<file path="config.mk">
export PLATFORM = sky130hd
export DESIGN_NAME = microcode_fetch_flat
export DESIGN_NICKNAME = d
export VERILOG_FILES = /design/src/rtl/microcode_fetch_pkg.sv /design/src/rtl/microcode_fetch_if.sv /design/src/rtl/microcode_fetch.sv /design/src/flat_wrapper.sv
export SDC_FILE = /design/constraint.sdc
export NUM_CORES = 1
export LEC_CHECK = 0
export ABC_AREA = 1
export CAP_MARGIN = 0
export CORE_ASPECT_RATIO = 0.5
export CORE_MARGIN = 2
export CORE_UTILIZATION = 25
export CTS_BUF_LIST = sky130_fd_sc_hd__clkbuf_2
export CTS_CLUSTER_DIAMETER = 120
export CTS_CLUSTER_SIZE = 25
export DETAILED_ROUTE_END_ITERATION = 8
export DONT_BUFFER_PORTS = 1
export PLACE_DENSITY_LB_ADDON = 0.3
export SLEW_MARGIN = 0
export SYNTH_ARGS = -nofsm -noshare
export SYNTH_HDL_FRONTEND = slang
export SYNTH_SLANG_ARGS = --single-unit
</file>
<file path="constraint.sdc">
create_clock -name clk -period 3.9 [get_ports clk]
set_clock_uncertainty 0.1 [all_clocks]
set_input_delay 0.585 -clock clk [delete_from_list [all_inputs] [get_ports clk]]
set_output_delay 0.585 -clock clk [all_outputs]
set_load 0.005 [all_outputs]
</file>
<file path="src/rtl/microcode_fetch_pkg.sv">
// Shared types and helpers for the microcode fetch unit.
//   fetch_state_t : fetch FSM state encoding
//   OPCODE_BITS   : width of the opcode field at the top of each instruction word
//   OP_HALT       : opcode that stops fetching once consumed
//   field helpers : extract opcode / RF address A / RF address B from an instruction word
package microcode_fetch_pkg;

    typedef enum logic [2:0] {
        StIdle,
        StFetch,
        StWait,
        StIssue,
        StHalted
    } fetch_state_t;

    localparam int unsigned OPCODE_BITS = 4;
    localparam logic [OPCODE_BITS-1:0] OP_HALT = 4'b1111;

    // Widest instruction word the helpers accept; callers zero-extend into this.
    localparam int unsigned WORD_MAX = 32;

    // Word layout, MSB first: opcode | RF address A | RF address B.
    // msb_off counts bits down from the top of an iw-bit word.
    function automatic logic [7:0] field_slice(input logic [WORD_MAX-1:0] word,
                                               input int unsigned         iw,
                                               input int unsigned         msb_off,
                                               input int unsigned         width);
        logic [WORD_MAX-1:0] mask;
        mask = (WORD_MAX'(1) << width) - WORD_MAX'(1);
        return 8'((word >> (iw - msb_off - width)) & mask);
    endfunction

    function automatic logic [OPCODE_BITS-1:0] opcode_of(input logic [WORD_MAX-1:0] word,
                                                         input int unsigned         iw);
        return OPCODE_BITS'(field_slice(word, iw, 0, OPCODE_BITS));
    endfunction

    function automatic logic [7:0] rf_a_of(input logic [WORD_MAX-1:0] word,
                                           input int unsigned         iw,
                                           input int unsigned         rf_bits);
        return field_slice(word, iw, OPCODE_BITS, rf_bits);
    endfunction

    function automatic logic [7:0] rf_b_of(input logic [WORD_MAX-1:0] word,
                                           input int unsigned         iw,
                                           input int unsigned         rf_bits);
        return field_slice(word, iw, OPCODE_BITS + rf_bits, rf_bits);
    endfunction

endpackage

</file>
<file path="src/rtl/microcode_fetch_if.sv">
// Bus between the fetch unit, the microcode ROM and the decode/execute stage.
//   master : fetch unit side (drives ROM strobe/address and the instruction handshake)
//   slave  : environment side (ROM data, consumer ready, branch redirect, start)
interface microcode_fetch_if #(
    parameter int unsigned ROM_addressBits = 6,
    parameter int unsigned RF_addressBits  = 3
);
    localparam int unsigned IW = 4 + 2 * RF_addressBits;

    logic                       start;
    logic                       ROM_readEnable;
    logic [ROM_addressBits-1:0] ROM_address;
    logic [IW-1:0]              ROM_data;
    logic [IW-1:0]              instr;
    logic                       instr_valid;
    logic                       instr_ready;
    logic                       branch_taken;
    logic [ROM_addressBits-1:0] branch_target;
    logic [ROM_addressBits-1:0] pc;
    logic                       halted;

    modport master (
        input  start, ROM_data, instr_ready, branch_taken, branch_target,
        output ROM_readEnable, ROM_address, instr, instr_valid, pc, halted
    );

    modport slave (
        output start, ROM_data, instr_ready, branch_taken, branch_target,
        input  ROM_readEnable, ROM_address, instr, instr_valid, pc, halted
    );

endinterface

</file>
<file path="src/rtl/microcode_fetch.sv">
// Microcode fetch unit: owns the micro-PC, reads the ROM (1-cycle registered
// latency), and offers each word to decode/execute through valid/ready.
// Ports:
//   clk   : clock, all state on posedge
//   rst_n : asynchronous active-low reset
//   bus   : microcode_fetch_if.master (start, ROM strobe/address/data,
//           instr/instr_valid/instr_ready, branch redirect, pc, halted)
module microcode_fetch
    import microcode_fetch_pkg::*;
#(
    parameter int unsigned ROM_addressBits = 6,
    parameter int unsigned RF_addressBits  = 3
) (
    input  logic               clk,
    input  logic               rst_n,
    microcode_fetch_if.master  bus
);

    localparam int unsigned IW = 4 + 2 * RF_addressBits;
    localparam int unsigned AW = ROM_addressBits;

    fetch_state_t          state_q, state_d;
    logic [AW-1:0]         pc_q, pc_d;
    logic [IW-1:0]         instr_q, instr_d;
    logic                  valid_q, valid_d;
    logic                  halted_q, halted_d;
    logic [OPCODE_BITS-1:0] opcode;

    assign opcode = opcode_of(WORD_MAX'(instr_q), IW);

    always_ff @(posedge clk or negedge rst_n) begin
        if (!rst_n) begin
            state_q  <= StIdle;
            pc_q     <= '0;
            instr_q  <= '0;
            valid_q  <= 1'b0;
            halted_q <= 1'b0;
        end else begin
            state_q  <= state_d;
            pc_q     <= pc_d;
            instr_q  <= instr_d;
            valid_q  <= valid_d;
            halted_q <= halted_d;
        end
    end

    always_comb begin
        state_d  = state_q;
        pc_d     = pc_q;
        instr_d  = instr_q;
        valid_d  = valid_q;
        halted_d = halted_q;
        unique case (state_q)
            StIdle: begin
                if (bus.start) begin
                    pc_d    = '0;
                    state_d = StFetch;
                end
            end
            StFetch: begin
                state_d = StWait;
            end
            StWait: begin
                // ROM output register now holds the word addressed during StFetch.
                instr_d = bus.ROM_data;
                valid_d = 1'b1;
                state_d = StIssue;
            end
            StIssue: begin
                if (bus.instr_ready) begin
                    valid_d = 1'b0;
                    // HALT takes priority over any redirect presented with it.
                    if (opcode == OP_HALT) begin
                        halted_d = 1'b1;
                        state_d  = StHalted;
                    end else if (bus.branch_taken) begin
                        pc_d    = bus.branch_target;
                        state_d = StFetch;
                    end else begin
                        pc_d    = pc_q + AW'(1);
                        state_d = StFetch;
                    end
                end
            end
            StHalted: begin
                if (bus.start) begin
                    halted_d = 1'b0;
                    pc_d     = '0;
                    state_d  = StFetch;
                end
            end
            default: begin
                state_d = StIdle;
            end
        endcase
    end

    assign bus.ROM_readEnable = (state_q == StFetch);
    assign bus.ROM_address    = pc_q;
    assign bus.instr          = instr_q;
    assign bus.instr_valid    = valid_q;
    assign bus.pc             = pc_q;
    assign bus.halted         = halted_q;

endmodule

</file>
<file path="src/flat_wrapper.sv">
// flat-port wrapper written by rule: the top's interface ports become plain ports
module microcode_fetch_flat import microcode_fetch_pkg::*;
#(
    parameter int unsigned ROM_addressBits = 6,
    parameter int unsigned RF_addressBits  = 3
)
  (clk, rst_n, bus_start, bus_ROM_data, bus_instr_ready, bus_branch_taken, bus_branch_target, bus_ROM_readEnable, bus_ROM_address, bus_instr, bus_instr_valid, bus_pc, bus_halted);
  microcode_fetch_if #(.ROM_addressBits(ROM_addressBits), .RF_addressBits(RF_addressBits)) bus_i ();
  input  logic clk;
  input  logic rst_n;
  input wire logic [$bits(bus_i.start)-1:0] bus_start;
  input wire logic [$bits(bus_i.ROM_data)-1:0] bus_ROM_data;
  input wire logic [$bits(bus_i.instr_ready)-1:0] bus_instr_ready;
  input wire logic [$bits(bus_i.branch_taken)-1:0] bus_branch_taken;
  input wire logic [$bits(bus_i.branch_target)-1:0] bus_branch_target;
  output wire logic [$bits(bus_i.ROM_readEnable)-1:0] bus_ROM_readEnable;
  output wire logic [$bits(bus_i.ROM_address)-1:0] bus_ROM_address;
  output wire logic [$bits(bus_i.instr)-1:0] bus_instr;
  output wire logic [$bits(bus_i.instr_valid)-1:0] bus_instr_valid;
  output wire logic [$bits(bus_i.pc)-1:0] bus_pc;
  output wire logic [$bits(bus_i.halted)-1:0] bus_halted;
  assign bus_i.start = bus_start;
  assign bus_i.ROM_data = bus_ROM_data;
  assign bus_i.instr_ready = bus_instr_ready;
  assign bus_i.branch_taken = bus_branch_taken;
  assign bus_i.branch_target = bus_branch_target;
  assign bus_ROM_readEnable = bus_i.ROM_readEnable;
  assign bus_ROM_address = bus_i.ROM_address;
  assign bus_instr = bus_i.instr;
  assign bus_instr_valid = bus_i.instr_valid;
  assign bus_pc = bus_i.pc;
  assign bus_halted = bus_i.halted;
  microcode_fetch #(.ROM_addressBits(ROM_addressBits), .RF_addressBits(RF_addressBits)) u_core (.clk(clk), .rst_n(rst_n), .bus(bus_i));
endmodule
</file>
==> metrics <==
status=completed; Logic pwr share=42.3%; Placer Congestion=approximately 0.75; Worst R2R Path Depth=3; boundary pin count=46; antenna-violating nets left=0; dpl cells=~180; core box area=0.00440 sq mm; unique cell type count in the Yosys netlist=26; RSZ-0062 raised after global routing=no; Die Span Y=52.0 um; critical path endpoint category=primary output; length of the first detailed-routing pass in iterations=4; post-CTS setup repair buffer count=0; Synth Area per Inst=9.05 sq um; ys flop type=dfrtp_1; Area growth syn-to-layout=4.14%; Die W=roughly 100 um; Post-Route WL=2.43 mm; CTS tree=yes; Sink Count=21; detailed placement HPWL=around 1.8 mm; Ys Warns=0; Cell Area, Synth=~0.0011 sq mm; endpoints failing setup=0; number of flops mapped to enable cells by yosys=0; first-pass GRT wire length=approximately 3.9 mm; register bit total from synthesis=21; Internal Power=between 0.5 and 0.6 mW; n_diodes=0; vias in the first global route=794; CP Data Arrival Time=1.19 ns; total power=0.948 mW; fin area=~0.0012 sq mm; Final Cycle Share=approximately half; CTS clk-pin slew, worst paths=around 0.21 ns; Layout Nets=148; all-layer global routing usage=9.84%; initial antenna violation count=0; crit path time final=~1.9 ns; clock power share=between 10% and 20%; clk buf depth=2; register area share after synthesis=a little under half; Synth Instances=roughly 130; Buffers on Ports=0; initial detailed-routing violation count=9; top cell type's share of synthesized area=a little under half; # hold bufs at CTS=1; final core utilization=27.2%; Synth Net Count=between 100 and 150; Worst Tran Pin Value=between 0.9 and 1 ns; Min-Delay Path Depth=1; Seq pwr share=47.7%; Non-Filler Instances=182; Slew Limit Fails=0; H-Tree Level Count=1; required time worst endpoint=about 3.2 ns; Async SR Flop Fraction=100%; wire per inst=13.4 um; Clock Latency Late Sink=0.33 ns; final setup TNS=0 ns; kind of critical path=register to primary output; DP Area=between 0.001 and 0.0015 sq mm; post-CTS sizing=0; top cells by area, synth=dfrtp_1 46%, nand2_1 10%, mux2_4 9.1%; Final Hold Fails=0; total of max-cap violations=0; P_leak=around 0.57 nW; Max transition margin=35.0%; starting density of the core=a little over a quarter; cell taking the most area after synthesis=dfrtp_1; hold crit path type=primary input to register; PwrDens=between 700 and 800 mW/mm^2; total CTS buffers=3; Worst VDD drop=between 0.15 and 0.2 mV; Net Sw Frac=a little over two fifths; NetSw=a little over 0.4 mW; Root Driver=clkbuf_2; largest net degree at the start of global routing=22; CP startpoint kind=register; total number of vias=around 800; vias per cell=roughly 4.4; CP max FO=4; Placement Rows=17; DIE AREA=between 0.005 and 0.006 sq mm; total grt overflow=0; DRC viols=0; FMAX=532 MHz; layout cell share with drive strength beyond 1=18.4%
stage by stage:
stage | hold slack [ns] | worst slack [ns]
6_report | 0.276 | 2.02
5_1_grt | 0.183 | 1.86
4_1_cts | 0.250 | 1.97
3_3_place_gp | 0.190 | 2.40
3_5_place_dp | 0.190 | 2.38
2_1_floorplan | 0.189 | 2.52
routing by layer:
layer	GRT usage, %	part of all wire [%]
met1	11.5	46
met2	16.3	45
met3	4.84	7.8
met4	2.74	0.78
met5	0	0
cell type report:
type,count,area (sq um)
clock buffer,3,15.0
clock inverter,1,7.51
sequential,21,526
timing repair buffer,1,10.0
inverter,9,33.8
multi-input combinational,90,534
fill,476,3210
tap,57,71.3
critical path, stage by stage, from the launching register on:
cell and delay (ns):
dfrtp_1 0.49, inv_1 0.10, nor3_1 0.27
power by group through the flow:
stage / logic (mW) / registers, mW / clock network [mW]
after floorplan: 0.394 / 0.420 / 0
after global placement: 0.393 / 0.460 / 0
after detailed placement: 0.403 / 0.461 / 0
after CTS: 0.408 / 0.456 / 0.102
after global routing: 0.448 / 0.473 / 0.117
final: 0.402 / 0.452 / 0.0948
cells in the final DEF, fill, tap and decap left out, types with 2 or more instances in the layout:
cell	instances
nor2_1	16
o21ai_0	5
inv_1	8
mux2_4	7
nand2_2	3
a21oi_1	2
nand3_1	5
o21ai_1	4
mux2_2	3
dfrtp_1	21
clkbuf_2	3
nor2_4	2
nand2_1	32
cells by family after synthesis:
family | after synthesis | share of synthesized area (%)
and+or+nand+nor | 64 | 25.0
DFF | 21 | 45.7
buffers and inverters | 16 | 7.83
AOI/OAI and AO/OA | 14 | 7.51
muxes | 10 | 12.1
xor gates and xnor gates | 1 | 0.762
adders and majority gates | 1 | 1.09
Yosys cell counts, types with 2 or more instances:
cell type and count:
mux2_4 7, a21oi_1 2, nor2_4 2, dfrtp_1 21
nand2_1 32, o21ai_0 5, o21ai_1 4, nand2_2 3
nor2_1 16, nand3_1 5, buf_4 6, mux2_2 3
inv_1 8
worst paths after layout:
kind | from | to | slack (ns)
max | u_core.state_q[0]$_DFFE_PN0P_ | bus_ROM_readEnable | 2.02
min | bus_ROM_data[5] | u_core.bus.instr[5]$_DFFE_PN0P_ | 0.28
max reg2reg | u_core.state_q[2]$_DFFE_PN0P_ | u_core.bus.instr[3]$_DFFE_PN0P_ | 2.36
min reg2reg | u_core.bus.instr_valid$_DFFE_PN0P_ | u_core.bus.instr_valid$_DFFE_PN0P_ | 0.43
max in group asynchronous | rst_n | u_core.bus.instr[4]$_DFFE_PN0P_ | 2.40
min in group asynchronous | rst_n | u_core.bus.instr_valid$_DFFE_PN0P_ | 0.72
flip-flops by register name (all words and copies together) (netlist names):
name	count
u_core.bus.halted	1
u_core.bus.ROM_address	6
u_core.bus.instr_valid	1
u_core.bus.instr	10
u_core.state_q	3
No activity file was read; power rests on OpenSTA's default activity.
